`src/rtl/arb_pkg.sv`:
```
// arb_pkg: shared arbiter types, constants and the round-robin pick helper
package arb_pkg;
  localparam int N_REQ = 4;
  typedef enum logic {ARB_IDLE, ARB_BUSY} arb_state_t;
  function automatic logic [N_REQ-1:0] rr_pick(input logic [N_REQ-1:0] req, input logic [1:0] ptr);
    logic [1:0] idx;
    rr_pick = '0;
    for (int i = N_REQ - 1; i >= 0; i--) begin
      idx = ptr + 2'(i);
      if (req[idx]) rr_pick = 4'b0001 << idx;
    end
  endfunction
endpackage

```
`src/rtl/rr_grant_arbiter_4_if.sv`:
```
// rr_grant_arbiter_4_if: request/grant bundle between requesters and the arbiter
interface rr_grant_arbiter_4_if;
  import arb_pkg::*;
  logic [N_REQ-1:0] i_req;
  logic [N_REQ-1:0] i_last;
  logic             i_ready;
  logic [N_REQ-1:0] o_grant;
  logic [1:0]       o_grant_idx;
  logic             o_busy;
  logic [N_REQ-1:0] o_ack;
  logic             o_timeout;
  modport master (output i_req, i_last, i_ready, input o_grant, o_grant_idx, o_busy, o_ack, o_timeout);
  modport slave  (input i_req, i_last, i_ready, output o_grant, o_grant_idx, o_busy, o_ack, o_timeout);
endinterface

```
`src/rtl/rr_priority_pick_4.sv`:
```
// rr_priority_pick_4: rotate requests by ptr, find first set, map back to a one-hot grant
module rr_priority_pick_4
  import arb_pkg::*;
(
  input  logic [N_REQ-1:0] i_req,
  input  logic [1:0]       i_ptr,
  output logic [N_REQ-1:0] o_grant,
  output logic [1:0]       o_idx,
  output logic             o_any
);
  logic [N_REQ-1:0] w_rot;
  logic [1:0]       w_off;
  for (genvar k = 0; k < N_REQ; k++) begin : g_rot
    assign w_rot[k] = i_req[i_ptr + 2'(k)];
  end
  assign w_off   = w_rot[0] ? 2'd0 : w_rot[1] ? 2'd1 : w_rot[2] ? 2'd2 : 2'd3;
  assign o_idx   = i_ptr + w_off;
  assign o_any   = |i_req;
  assign o_grant = o_any ? 4'b0001 << o_idx : '0;
endmodule

```
`src/rtl/rr_grant_arbiter_4.sv`:
```
// rr_grant_arbiter_4: round-robin arbiter holding a registered one-hot grant for multi-beat transfers
module rr_grant_arbiter_4
  import arb_pkg::*;
#(
  parameter int TIMEOUT_CYC = 64
) (
  input  logic                 i_clk,
  input  logic                 i_rst,
  rr_grant_arbiter_4_if.slave  io_bus
);
  localparam int CW = $clog2(TIMEOUT_CYC + 1);
  localparam logic [CW-1:0] C_LIM = CW'(TIMEOUT_CYC - 1);
  localparam logic [CW-1:0] C_MAX = CW'(TIMEOUT_CYC);
  arb_state_t       r_state;
  logic [N_REQ-1:0] r_grant;
  logic [1:0]       r_idx;
  logic [1:0]       r_ptr;
  logic [CW-1:0]    r_cnt;
  logic             r_timeout;
  logic             w_busy, w_done, w_abort, w_to, w_rel, w_any;
  logic [1:0]       w_ptr, w_pidx;
  logic [N_REQ-1:0] w_pick;
  assign w_busy  = r_state == ARB_BUSY;
  assign w_done  = w_busy && io_bus.i_ready && io_bus.i_last[r_idx];
  assign w_abort = w_busy && !w_done && !io_bus.i_req[r_idx];
  assign w_to    = w_busy && !w_done && !w_abort && (r_cnt == C_LIM);
  assign w_rel   = w_done || w_abort || w_to;
  assign w_ptr   = w_rel ? r_idx + 2'd1 : r_ptr;
  rr_priority_pick_4 u_pick (
    .i_req   (io_bus.i_req),
    .i_ptr   (w_ptr),
    .o_grant (w_pick),
    .o_idx   (w_pidx),
    .o_any   (w_any)
  );
  // grant FSM: arbitrate when idle or on release (no bubble), otherwise hold and count
  always_ff @(posedge i_clk) begin
    if (!i_rst) begin
      r_state   <= ARB_IDLE;
      r_grant   <= '0;
      r_idx     <= '0;
      r_ptr     <= '0;
      r_cnt     <= '0;
      r_timeout <= 1'b0;
    end else begin
      r_timeout <= w_to;
      r_ptr     <= w_ptr;
      if (!w_busy || w_rel) begin
        r_cnt   <= '0;
        r_grant <= w_pick;
        r_idx   <= w_any ? w_pidx : r_idx;
        r_state <= w_any ? ARB_BUSY : ARB_IDLE;
      end else begin
        r_cnt <= (r_cnt == C_MAX) ? r_cnt : r_cnt + 1'b1;
      end
    end
  end
  assign io_bus.o_grant     = r_grant;
  assign io_bus.o_grant_idx = r_idx;
  assign io_bus.o_busy      = |r_grant;
  assign io_bus.o_ack       = r_grant & {N_REQ{io_bus.i_ready}};
  assign io_bus.o_timeout   = r_timeout;
endmodule

```
`src/flat_wrapper.sv`:
```
// flat-port wrapper written by rule: the top's interface ports become plain ports
module rr_grant_arbiter_4_flat import arb_pkg::*;
#(
  parameter int TIMEOUT_CYC = 64
)
  (i_clk, i_rst, io_bus_i_req, io_bus_i_last, io_bus_i_ready, io_bus_o_grant, io_bus_o_grant_idx, io_bus_o_busy, io_bus_o_ack, io_bus_o_timeout);
  rr_grant_arbiter_4_if io_bus_i ();
  input  logic i_clk;
  input  logic i_rst;
  input wire logic [$bits(io_bus_i.i_req)-1:0] io_bus_i_req;
  input wire logic [$bits(io_bus_i.i_last)-1:0] io_bus_i_last;
  input wire logic [$bits(io_bus_i.i_ready)-1:0] io_bus_i_ready;
  output wire logic [$bits(io_bus_i.o_grant)-1:0] io_bus_o_grant;
  output wire logic [$bits(io_bus_i.o_grant_idx)-1:0] io_bus_o_grant_idx;
  output wire logic [$bits(io_bus_i.o_busy)-1:0] io_bus_o_busy;
  output wire logic [$bits(io_bus_i.o_ack)-1:0] io_bus_o_ack;
  output wire logic [$bits(io_bus_i.o_timeout)-1:0] io_bus_o_timeout;
  assign io_bus_i.i_req = io_bus_i_req;
  assign io_bus_i.i_last = io_bus_i_last;
  assign io_bus_i.i_ready = io_bus_i_ready;
  assign io_bus_o_grant = io_bus_i.o_grant;
  assign io_bus_o_grant_idx = io_bus_i.o_grant_idx;
  assign io_bus_o_busy = io_bus_i.o_busy;
  assign io_bus_o_ack = io_bus_i.o_ack;
  assign io_bus_o_timeout = io_bus_i.o_timeout;
  rr_grant_arbiter_4 #(.TIMEOUT_CYC(TIMEOUT_CYC)) u_core (.i_clk(i_clk), .i_rst(i_rst), .io_bus(io_bus_i));
endmodule
```
`config.mk`:
```
export PLATFORM = sky130hd
export DESIGN_NAME = rr_grant_arbiter_4_flat
export DESIGN_NICKNAME = d
export VERILOG_FILES = /design/src/rtl/arb_pkg.sv /design/src/rtl/rr_grant_arbiter_4_if.sv /design/src/rtl/rr_priority_pick_4.sv /design/src/rtl/rr_grant_arbiter_4.sv /design/src/flat_wrapper.sv
export SDC_FILE = /design/constraint.sdc
export NUM_CORES = 1
export LEC_CHECK = 0
export BUFFER_PORTS_ARGS = -buffer_cell sky130_fd_sc_hd__buf_2
export CORE_AREA = 3 3 60 76
export DETAILED_ROUTE_END_ITERATION = 10
export DIE_AREA = 0 0 63 79
export PLACE_DENSITY = 0.59
export REMOVE_ABC_BUFFERS = 1
export SYNTH_ARGS = -nofsm -noshare
export SYNTH_HDL_FRONTEND = slang
export SYNTH_SLANG_ARGS = --single-unit
```
`constraint.sdc`:
```
create_clock -name i_clk -period 5.5 [get_ports i_clk]
set_clock_uncertainty 0.1 [all_clocks]
set_input_delay 0.275 -clock i_clk [delete_from_list [all_inputs] [get_ports i_clk]]
set_output_delay 0.275 -clock i_clk [all_outputs]
set_load 0.05 [all_outputs]
```
==> summary.md, run 1 <==
| Metric | Value |
|---|---|
| CP cell instances | `mux4_2 -> a21bo_1 -> o21ai_2 -> mux2i_1 -> inv_1 -> o221a_2 -> a21oi_1 -> ha_1 -> nor3b_1 -> nor3b_1 -> mux2i_1 -> nand2_1` |
| Clk sinks | `17` |
| Synth cell types | `46` |
| Tcrit/Tclk final | `0.655` |
| Top post-synthesis cells by count | `17 x dfxtp_1, 13 x nor2_1, 10 x nand2_1` |
| Final Hold Fails | `0` |
| RR Startpoint | `u_core.io_bus.o_grant_idx[0]$_SDFFE_PN0P_` |
| Critical path arrival | `3.70 ns` |
| Total track usage | `0.115` |
| Worst rel slew slack | `0.637` |
| Comb pwr share | `0.611` |
| Htree depth | `1` |
| Worst slack at placement | `1.90 ns` |
| Area of the multi-input gates | `774 um^2` |
| F_max | `0.278 GHz` |
| Total I/O pin count | `23` |
| Initial antenna violation count | `0` |
| Cts bufs inserted | `3` |
| Int Pwr | `0.000354 W` |
| Area contributors post-synth | `dfxtp_1 30%, mux2i_1 5.2%, nor2_1 4.2%` |
| Layout fillers | `between 300 and 400` |
| Post-DP HPWL | `2.15 mm` |
| Max_cap viols | `0` |
| Seq pwr share | `0.255` |
| CTS tree | `yes` |
| Cts repair resizes | `0` |
| Setup_tns | `0 ns` |
| Post-CTS Hold Fix Bufs | `0` |
| Remaining global-route overflow | `0` |
| Die Y | `79 um` |
| Ys flop type | `dfxtp_1` |
| DP Area | `1320 um^2` |
| Critical path class | `reg2reg` |
| Post-DR wirelength/cell | `13.3 um` |
| Worst-Margin Slew | `0.529 ns` |
| Flops & latches, synth | `17` |
| Power share of the clock group | `0.133` |
| Via count | `1,036` |
| Clock latency on the worst-skew pair | `0.25 ns` |
| Post-synthesis async set-or-reset flop share | `0` |
| Flop2flop setup slack | `1.90 ns` |
| Design area | `1360 um^2` |
| Type of origin of the critical path | `flop` |
| DRT Wirelength | `2.76 mm` |
| Worst Setup Slack, final | `roughly 1.9 ns` |
| Avg Vias per Cell | `between 5 and 6` |
| Worst path max stage delay | `between 0.5 and 0.6 ns` |
| Net Sw Frac | `0.513` |
| # rows | `25` |
| Largest net degree at the start of global routing | `13` |
| EDFF count, synth | `0` |
| Reg2reg path depth | `12` |
| Critical path capture point type | `flop` |
| Vias in the first global route | `999` |
| Switching power total | `0.000374 W` |
| Register area share after synthesis | `0.295` |
| Clock-pin slew on the worst setup and hold paths | `0.07 ns` |
| Global placer's final weighted congestion | `0.816` |
| Global-route wire length before repair | `4.64 mm` |
| CP Max Fanout | `7` |
| Nets@finish | `168` |
| PD cells | `between 500 and 600 nW/um^2` |
| Family with the most delay on the worst path | `multiplexers` |
| Share of cells above drive strength 1 | `0.255` |
| Post-Syn Instances | `129` |
| # setup viols final | `0` |
| Hold/Removal Path Class | `in2reg` |
| Final core utilization | `0.354` |
| Die X-Extent | `63 um` |
| Reg2reg end | `u_core.io_bus.o_grant[1]$_SDFFE_PN0P_` |
| Starting Density | `0.300` |
| Drt first pass iters | `4` |
| Initial DRC Count | `28` |
| Max Transition Viols Final | `0` |
| Status | `finished clean` |
| Crit path buf inv count | `1` |
| Most common cell in the netlist | `dfxtp_1` |
| Final ANT Viol Nets | `0` |
| Hold EP | `u_core.r_cnt[1]$_SDFFE_PP0P_` |
| Worst hold margin | `~0.28 ns` |
| Max clock buf depth | `2` |
| Setup fix buffers added after clock tree synthesis | `0` |
| Hold depth | `3` |
| Post-layout min period | `3.60 ns` |
| Max VDD drop | `298 uV` |
| CP max stage cell | `mux4_2` |
| Die ar. | `around 5000 um^2` |
| Mapped cell area | `1150 um^2` |
| Core Region | `3850 um^2` |
| Ant diodes | `0` |
| YS warnings | `0` |
| Leak Pwr | `0.552 nW` |
| RSZ-0062 raised after global routing | `no` |
| Required time of the critical path | `5.60 ns` |
| WP depth | `12` |
| FF+latch area | `between 300 and 400 um^2` |
| Hold Path Origin | `i_rst` |
| Share of the synthesized area in the top cell type | `0.295` |
| DR DRC count | `0` |
| PortBufs | `22` |
| Area Growth Syn to Fin | `18.1%` |
| Area leader, netlist | `dfxtp_1` |
| Mapped Avg Cell Area | `8.93 um^2` |
| Root Driver | `clkbuf_8` |
[power groups by stage]
| stage | Combinational [W] | Clock [W] | Sequential (W) |
|---|---|---|---|
| after floorplan | 0.000282 | 0 | 0.000259 |
| after global placement | 0.000439 | 0 | 0.000187 |
| after detailed placement | 0.000446 | 0 | 0.000189 |
| after CTS | 0.000446 | 0.0000997 | 0.000186 |
| after global routing | 0.000476 | 0.000103 | 0.000192 |
| final | 0.000445 | 0.0000971 | 0.000186 |
[flip-flops by register name, indices dropped and copies added, names as in the netlist]
register / flops
u_core.io_bus.o_grant: 4
u_core.r_ptr: 2
u_core.r_state: 1
u_core.io_bus.o_grant_idx: 2
u_core.r_cnt: 7
u_core.io_bus.o_timeout: 1
[worst min-delay path: stages]
cell	delay, ns
buf_2	0.17
nand2_1	0.10
nor2_1	0.04
[placed cells by master, fill, tap and decap left out, drive strengths merged, types with 3 or more instances in the layout]
master and instances:
buf 22, nand3b 5, mux2i 6, a21boi 3, nor3b 4, nand2 10, ha 3, and2 5
nor2 13, xnor2 4, clkbuf 3, nor4 3, a21oi 4, a22oi 4, dfxtp 17, nor3 5
o21ai 3, nand3 3, inv 6, nor2b 4
[cell type report]
type / count / area share
clock buffer: 3 / 0.0303
clock inverter: 1 / 0.00368
inverter: 6 / 0.0165
multi-input combinational: 104 / 0.569
sequential: 17 / 0.250
tap: 54 / 0.0496
timing repair buffer: 22 / 0.0809
[metal layers]
layer | track usage | share of wire | vias up
met3 | 0.0226 | 0.021 | 2
li1 | - | - | 523
met5 | 0 | 0 | -
met2 | 0.214 | 0.53 | 13
met1 | 0.121 | 0.44 | 498
met4 | 0.0552 | 0.0069 | 0
[metrics by stage]
stage | std cells | total power, W
floorplan | 127 | 0.000540
global placement | 203 | 0.000626
detailed placement | 203 | 0.000635
CTS | 207 | 0.000732
global route | 207 | 0.000771
finish | 207 | 0.000728
[cells by family after synthesis]
family | Yosys count | synth area share
AND/OR/NAND/NOR | 60 | 0.283
AO/OA/AOI/OAI | 26 | 0.210
flip-flops | 17 | 0.295
multiplexers | 9 | 0.101
buffers and inverters | 8 | 0.0326
XOR/XNOR | 6 | 0.0456
adder cells (fa/ha/maj) | 3 | 0.0326
[how the worst max path moves through the flow]
stage	from	to	slack, ns
6_report	u_core.io_bus.o_grant_idx[0]$_SDFFE_PN0P_	u_core.io_bus.o_grant[1]$_SDFFE_PN0P_	1.90
5_1_grt	u_core.io_bus.o_grant_idx[0]$_SDFFE_PN0P_	u_core.io_bus.o_grant[1]$_SDFFE_PN0P_	1.54
4_1_cts	u_core.io_bus.o_grant_idx[0]$_SDFFE_PN0P_	u_core.io_bus.o_grant[1]$_SDFFE_PN0P_	1.87
3_5_place_dp	u_core.io_bus.o_grant_idx[0]$_SDFFE_PN0P_	u_core.io_bus.o_grant[1]$_SDFFE_PN0P_	1.90
3_3_place_gp	u_core.io_bus.o_grant_idx[0]$_SDFFE_PN0P_	u_core.io_bus.o_grant[1]$_SDFFE_PN0P_	2.07
2_1_floorplan	u_core.io_bus.o_grant_idx[0]$_SDFFE_PN0P_	u_core.io_bus.o_grant[1]$_SDFFE_PN0P_	2.03
Note: power is estimated with default switching activity, not from simulation.
==> inputs of run 2 (changes only) <==
--- a/config.mk
+++ b/config.mk
@@ -5,11 +5,12 @@
 export SDC_FILE = /design/constraint.sdc
 export NUM_CORES = 1
 export LEC_CHECK = 0
+export ABC_AREA = 1
 export BUFFER_PORTS_ARGS = -buffer_cell sky130_fd_sc_hd__buf_2
-export CORE_AREA = 3 3 60 76
+export CORE_AREA = 3 3 62 78
 export DETAILED_ROUTE_END_ITERATION = 10
-export DIE_AREA = 0 0 63 79
-export PLACE_DENSITY = 0.59
+export DIE_AREA = 0 0 65 81
+export PLACE_DENSITY = 0.61
 export REMOVE_ABC_BUFFERS = 1
 export SYNTH_ARGS = -nofsm -noshare
 export SYNTH_HDL_FRONTEND = slang
==> constraint.sdc (replaced) <==
create_clock -name i_clk -period 3.05 [get_ports i_clk]
set_clock_uncertainty 0.1 [all_clocks]
set_input_delay 0.1525 -clock i_clk [delete_from_list [all_inputs] [get_ports i_clk]]
set_output_delay 0.1525 -clock i_clk [all_outputs]
set_load 0.05 [all_outputs]
==> run 2 against run 1 <==
  * Register-to-register slack got worse by 1.5 ns
  * Sequential power rose by 70%
  * Area after synthesis increased by 7.6%
  * Worst hold slack got worse by 0.17 ns
  * Critical path depth is 3 higher
  * Clock-buffer cell count increased by 1
  * Utilization fell by 0.31 points
  * First-iteration DRC count grew to 2.6 times the previous value
  * Cell count up 26%
  * Combinational power rose by 110%
  * Sequential cell count unchanged
  * Critical path type unchanged
  * Largest power group unchanged
==> summary.md, run 2 <==
| Metric | Value |
|---|---|
| Leak Pwr | `0.725 nW` |
| # setup viols final | `0` |
| DR WL met3 | `143 um` |
| Die ar. | `5270 um^2` |
| Global placer's final weighted congestion | `0.845` |
| DRT Wirelength | `2.70 mm` |
| RSZ-0062 raised after global routing | `no` |
| PortBufs | `22` |
| Clock latency on the worst-skew pair | `0.25 ns` |
| CTS tree | `yes` |
| Max FFs per register | `7` |
| Clk sinks | `17` |
| Synth cell types | `27` |
| PD cells | `970 nW/um^2` |
| Reg2reg path depth | `15` |
| Max VDD drop | `between 400 and 500 uV` |
| Total I/O pin count | `23` |
| Max Transition Viols Final | `0` |
| Max_cap viols | `0` |
| Post-layout min period | `2.64 ns` |
| Most common cell after layout, fill and taps aside | `inv_1` |
| Avg Vias per Cell | `about 4.5` |
| Critical path class | `reg2reg` |
| Top post-synthesis cells by count | `30 x inv_1, 29 x nand2_1, 24 x nand3_1` |
| F_max | `between 0.3 and 0.4 GHz` |
| Met1 WL | `1.23 mm` |
| YS warnings | `0` |
| Htree depth | `1` |
| Hold Path Origin | `i_rst` |
| Ys flop type | `dfxtp_1` |
| Root Driver | `clkbuf_8` |
| # rows | `26` |
| Setup fix buffers added after clock tree synthesis | `0` |
| Fin cells | `261` |
| Max clock buf depth | `2` |
| Placed cells | `257` |
| EDFF count, synth | `0` |
| Final Hold Fails | `0` |
| Post-DP HPWL | `about 2.1 mm` |
| Global-route wire length before repair | `4.90 mm` |
| Tcrit/Tclk final | `0.867` |
| Critical Path Start | `u_core.io_bus.o_grant_idx[0]$_SDFFE_PN0P_` |
| Cts repair resizes | `0` |
| Biggest register | `u_core.r_cnt` |
| Register area share after synthesis | `0.274` |
| Initial antenna violation count | `0` |
| Area leader, netlist | `dfxtp_1` |
| Hold depth | `3` |
| Post-CTS Hold Fix Bufs | `0` |
| Critical path capture point type | `flop` |
| DR DRC count | `0` |
| Share of cells above drive strength 1 | `0.322` |
| Seq pwr share | `0.225` |
| Vias in the first global route | `around 1,200` |
| Status | `finished clean` |
| Clock-pin slew on the worst setup and hold paths | `0.06 ns` |
| CP Max Fanout | `8` |
| Worst slack at placement | `roughly 0.38 ns` |
| Drt first pass iters | `4` |
| Worst rel slew slack | `0.704` |
| Total track usage | `0.114` |
| Remaining global-route overflow | `0` |
| Post-Syn Instances | `181` |
| Post-synthesis async set-or-reset flop share | `0` |
| Initial DRC Count | `74` |
| Core Region | `4130 um^2` |
| Uppermost routed layer | `met4` |
| RR Startpoint | `u_core.io_bus.o_grant_idx[0]$_SDFFE_PN0P_` |
| Comb pwr share | `0.657` |
| Nets@finish | `220` |
| Critical path arrival | `2.73 ns` |
| Wire length on met2 | `1.27 mm` |
| Hold/Removal Path Class | `in2reg` |
| Net Sw Frac | `0.546` |
| Switching power total | `0.000768 W` |
| Mapped cell area | `1240 um^2` |
| Worst Setup Slack, final | `around 0.41 ns` |
| Final ANT Viol Nets | `0` |
| Die Y | `a little over 80 um` |
| Most frequent cells in the layout | `30 x inv_1, 29 x nand2_1, 24 x nand3_1, 22 x buf_2, 17 x dfxtp_1` |
| Worst-Margin Slew | `0.443 ns` |
| Die X-Extent | `around 65 um` |
| DP Area | `1400 um^2` |
| Design area | `1450 um^2` |
| Setup_tns | `0 ns` |
| Power share of the clock group | `0.118` |
| Cts bufs inserted | `3` |
| Type of origin of the critical path | `flop` |
| Int Pwr | `0.000639 W` |
| Mapped Avg Cell Area | `6.85 um^2` |
| Largest net degree at the start of global routing | `12` |
| Most common cell in the netlist | `inv_1` |
| Flops & latches, synth | `17` |
| Ant diodes | `0` |
| Post-DR wirelength/cell | `10.3 um` |
| Required time of the critical path | `3.14 ns` |
| Via count | `1,179` |
| Starting Density | `0.300` |
| Share of the synthesized area in the top cell type | `0.274` |
| Area contributors post-synth | `dfxtp_1 27%, nand3_1 9.7%, inv_1 9.1%` |
| Area Growth Syn to Fin | `16.9%` |
## run 2: cell types whose count changed after synthesis, sizes merged, moves of 5 or more
cell   delta
nand2    +39
nand3    +28
and2      -5
inv      +32
mux2i     -6
## run 2: per-layer routing
metal / global-route usage / vias to the layer above
met4: 0.0507 / 0
li1: - / 622
met5: 0 / -
met2: 0.199 / 26
met3: 0.0152 / 6
met1: 0.139 / 525
## run 2: worst paths after layout
| kind | to | slack [ns] |
|---|---|---|
| max reg2reg | u_core.io_bus.o_grant[0]$_SDFFE_PN0P_ | 0.41 |
| max | u_core.io_bus.o_grant[0]$_SDFFE_PN0P_ | 0.41 |
| min reg2reg | u_core.r_cnt[3]$_SDFFE_PP0P_ | 0.40 |
| min | u_core.io_bus.o_grant_idx[0]$_SDFFE_PN0P_ | 0.11 |
## run 2: critical path, cell delays in order, from the launching register on
cell and delay (ns):
dfxtp_1 0.59, nand2_1 0.12, nand3_2 0.12, nand3_2 0.11, nand2_4 0.11, nand2_4 0.09, nand2_4 0.07, nand2_4 0.08
o21ai_2 0.20, nor2_2 0.07, nor2_1 0.10, o22ai_1 0.07, ha_1 0.30, nor3_1 0.26, nand3_1 0.12, o21ai_1 0.08
## run 2: cells by family (layout without fill, tap and decap cells)
logic type,after synthesis,count (layout),synth area share
flops,17,17,0.274
buf+inv,40,64,0.134
simple gates,103,103,0.467
xor+xnor,3,3,0.0212
compound gates,15,15,0.0727
fa+ha+maj,3,3,0.0303
## run 2: power by group through the flow
stage / sequential, W / clock [W] / combinational, W
finish: 0.000316 / 0.000166 / 0.000924
floorplan: 0.000418 / 0 / 0.000663
detailed placement: 0.000321 / 0 / 0.000928
CTS: 0.000317 / 0.000173 / 0.000933
global route: 0.000324 / 0.000181 / 0.00104
global placement: 0.000320 / 0 / 0.000925
## run 2: through the flow
| step | util | total power (W) | hold WS (ns) |
|---|---|---|---|
| after floorplan | - | 0.00108 | 0.191 |
| after CTS | 0.351 | 0.00142 | 0.114 |
| after global routing | 0.351 | 0.00154 | 0.134 |
| final | 0.351 | 0.00141 | 0.112 |
| after global placement | 0.340 | 0.00125 | 0.380 |
| after detailed placement | 0.340 | 0.00125 | 0.382 |
## run 2: layout make-up
cell class                 count  area [um^2]
clock buffer                   4         45.0
fill                         474         2680
inverter                      38          150
multi-input combinational    124          733
sequential                    17          340
tap                           56         70.1
timing repair buffer          22          110
==> inputs of run 3 (changes only) <==
--- a/config.mk
+++ b/config.mk
@@ -11,6 +11,7 @@
 export DETAILED_ROUTE_END_ITERATION = 10
 export DIE_AREA = 0 0 65 81
 export PLACE_DENSITY = 0.61
+export RECOVER_POWER = 25
 export REMOVE_ABC_BUFFERS = 1
 export SYNTH_ARGS = -nofsm -noshare
 export SYNTH_HDL_FRONTEND = slang
==> run 3 against run 2 <==
  * Worst setup slack better by 0.0024 ns
  * Sequential power hardly changed
  * Routed wire length is 1.0% lower
  * Clock-buffer cell count stayed put
  * Maximum frequency hardly changed
  * Global-route usage stayed put
  * Clock power hardly changed
  * Worst hold slack better by 0.0013 ns
  * Die area stayed put
  * Critical endpoint unchanged
==> summary.md, run 3 (synthesis results as in run 2) <==
| Metric | Value |
|---|---|
| Clock-pin slew on the worst setup and hold paths | `roughly 0.060 ns` |
| # setup viols final | `0` |
| Status | `finished clean` |
| Post-CTS Hold Fix Bufs | `0` |
| Reg2reg end | `u_core.io_bus.o_grant[0]$_SDFFE_PN0P_` |
| Worst-Margin Slew | `0.596 ns` |
| Total I/O pin count | `23` |
| Initial DRC Count | `73` |
| Clk sinks | `17` |
| Initial antenna violation count | `0` |
| Vias in the first global route | `1,157` |
| CTS tree | `yes` |
| Nets@finish | `220` |
| Required time of the critical path | `3.14 ns` |
| Post-layout min period | `2.64 ns` |
| Final Hold Fails | `0` |
| Worst path max stage delay | `0.59 ns` |
| Post-DP HPWL | `2.15 mm` |
| Max VDD drop | `462 uV` |
| Htree depth | `1` |
| Worst rel slew slack | `0.604` |
| DR DRC count | `0` |
| Root Driver | `clkbuf_8` |
| Total power draw | `0.00140 W` |
| F_max | `0.379 GHz` |
| Cts bufs inserted | `3` |
| Core Region | `4130 um^2` |
| Tcrit/Tclk final | `0.866` |
| PortBufs | `22` |
| Post-DR wirelength/cell | `just over 10 um` |
| Drt first pass iters | `4` |
| Share of cells above drive strength 1 | `0.288` |
| Critical path arrival | `2.73 ns` |
| CP cell instances | `nand2_1 -> nand3_2 -> nand3_2 -> nand2_4 -> nand2_4 -> nand2_4 -> nand2_4 -> o21ai_2 -> nor2_2 -> nor2_1 -> o22ai_1 -> ha_1 -> nor3_1 -> nand3_1 -> o21ai_1` |
| Most frequent cells in the layout | `30 x inv_1, 29 x nand2_1, 24 x nand3_1, 17 x dfxtp_1, 15 x buf_2` |
| CP max stage cell | `dfxtp_1` |
| Final core utilization | `0.349` |
| Hold Path Origin | `i_rst` |
| Cts repair resizes | `0` |
| Die Y | `81 um` |
| Ant diodes | `0` |
| Biggest register | `u_core.r_cnt` |
| Max Transition Viols Final | `0` |
| Comb pwr share | `0.656` |
| CP Max Fanout | `8` |
| Hold/Removal Path Class | `in2reg` |
| Hold EP | `u_core.io_bus.o_grant_idx[0]$_SDFFE_PN0P_` |
| Leak Pwr | `0.697 nW` |
| Area Growth Syn to Fin | `16.1%` |
| Die ar. | `between 5000 and 6000 um^2` |
| Net Sw Frac | `0.548` |
| Critical path class | `reg2reg` |
| Type of origin of the critical path | `flop` |
| Reg2reg path depth | `15` |
| Total track usage | `0.114` |
| Global-route wire length before repair | `between 4 and 5 mm` |
| Final ANT Viol Nets | `0` |
| Layout fillers | `475` |
| Family with the most delay on the worst path | `simple AND/OR/NAND/NOR gates` |
| Crit path buf inv count | `0` |
| Remaining global-route overflow | `0` |
| Cell mode on critical path | `nand2_4` |
| Flop2flop setup slack | `0.41 ns` |
| RR Startpoint | `u_core.io_bus.o_grant_idx[0]$_SDFFE_PN0P_` |
| RSZ-0062 raised after global routing | `no` |
| Starting Density | `0.300` |
| WP depth | `15` |
| Critical path capture point type | `flop` |
| Global placer's final weighted congestion | `0.845` |
| Largest net degree at the start of global routing | `12` |
| Placed cells | `257` |
| Max clock buf depth | `2` |
| Via count | `~1,200` |
| Hold depth | `3` |
| Fin cells | `261` |
| Most common cell after layout, fill and taps aside | `inv_1` |
| Clock latency on the worst-skew pair | `around 0.25 ns` |
| Avg Vias per Cell | `4.50` |
| DRT Wirelength | `around 2.7 mm` |
| Setup fix buffers added after clock tree synthesis | `0` |
| # rows | `26` |
| Max FFs per register | `7` |
| Power share of the clock group | `0.118` |
| Int Pwr | `0.000633 W` |
| PD cells | `972 nW/um^2` |
| Switching power total | `approximately 0.00077 W` |
| Setup_tns | `0 ns` |
| Seq pwr share | `0.226` |
| Die X-Extent | `65 um` |
| Max_cap viols | `0` |
## run 3: area by class of cell
cell class | instances | area [um^2] | share of cell area
multi-input combinational | 124 | 733 | 0.509
sequential | 17 | 340 | 0.236
inverter | 38 | 150 | 0.104
timing repair buffer | 22 | 101 | 0.0704
tap | 56 | 70.1 | 0.0487
clock buffer | 4 | 45.0 | 0.0313
## run 3: power by group through the flow
| stage | registers [W] | logic, W | clock network [W] |
|---|---|---|---|
| finish | 0.000316 | 0.000918 | 0.000166 |
| global route | 0.000324 | 0.00103 | 0.000181 |
| detailed placement | 0.000321 | 0.000928 | 0 |
| CTS | 0.000317 | 0.000933 | 0.000173 |
| floorplan | 0.000418 | 0.000663 | 0 |
| global placement | 0.000320 | 0.000925 | 0 |
## run 3: tightest hold or removal path, stage by stage
cell,delay [ns]
buf_2,0.11
o21ai_0,0.10
a21oi_1,0.05
## run 3: through the flow
| step | hold slack (ns) | area, um^2 | setup WS (ns) |
|---|---|---|---|
| after floorplan | 0.191 | 1220 | 0.300 |
| after global placement | 0.380 | 1400 | 0.423 |
| after detailed placement | 0.382 | 1400 | 0.382 |
| after CTS | 0.114 | 1450 | 0.371 |
| after global routing | 0.134 | 1440 | 0.156 |
| final | 0.114 | 1440 | 0.409 |
## run 3: how the worst max path moves through the flow
stage                                                        to  slack, ns                                      start
after floorplan           u_core.io_bus.o_grant[2]$_SDFFE_PN0P_       0.30  u_core.io_bus.o_grant_idx[0]$_SDFFE_PN0P_
after global placement    u_core.io_bus.o_grant[0]$_SDFFE_PN0P_       0.42  u_core.io_bus.o_grant_idx[0]$_SDFFE_PN0P_
after detailed placement  u_core.io_bus.o_grant[0]$_SDFFE_PN0P_       0.38  u_core.io_bus.o_grant_idx[0]$_SDFFE_PN0P_
after CTS                 u_core.io_bus.o_grant[0]$_SDFFE_PN0P_       0.37  u_core.io_bus.o_grant_idx[0]$_SDFFE_PN0P_
after global routing      u_core.io_bus.o_grant[0]$_SDFFE_PN0P_       0.16  u_core.io_bus.o_grant_idx[0]$_SDFFE_PN0P_
final                     u_core.io_bus.o_grant[0]$_SDFFE_PN0P_       0.41  u_core.io_bus.o_grant_idx[0]$_SDFFE_PN0P_
## run 3: layer usage
| metal | wire, um | global-route usage | vias up |
|---|---|---|---|
| met5 | 0 | 0 | - |
| met4 | 51 | 0.0507 | 0 |
| met3 | 157 | 0.0152 | 6 |
| met2 | 1260 | 0.199 | 28 |
| met1 | 1200 | 0.139 | 518 |
| li1 | - | - | 622 |
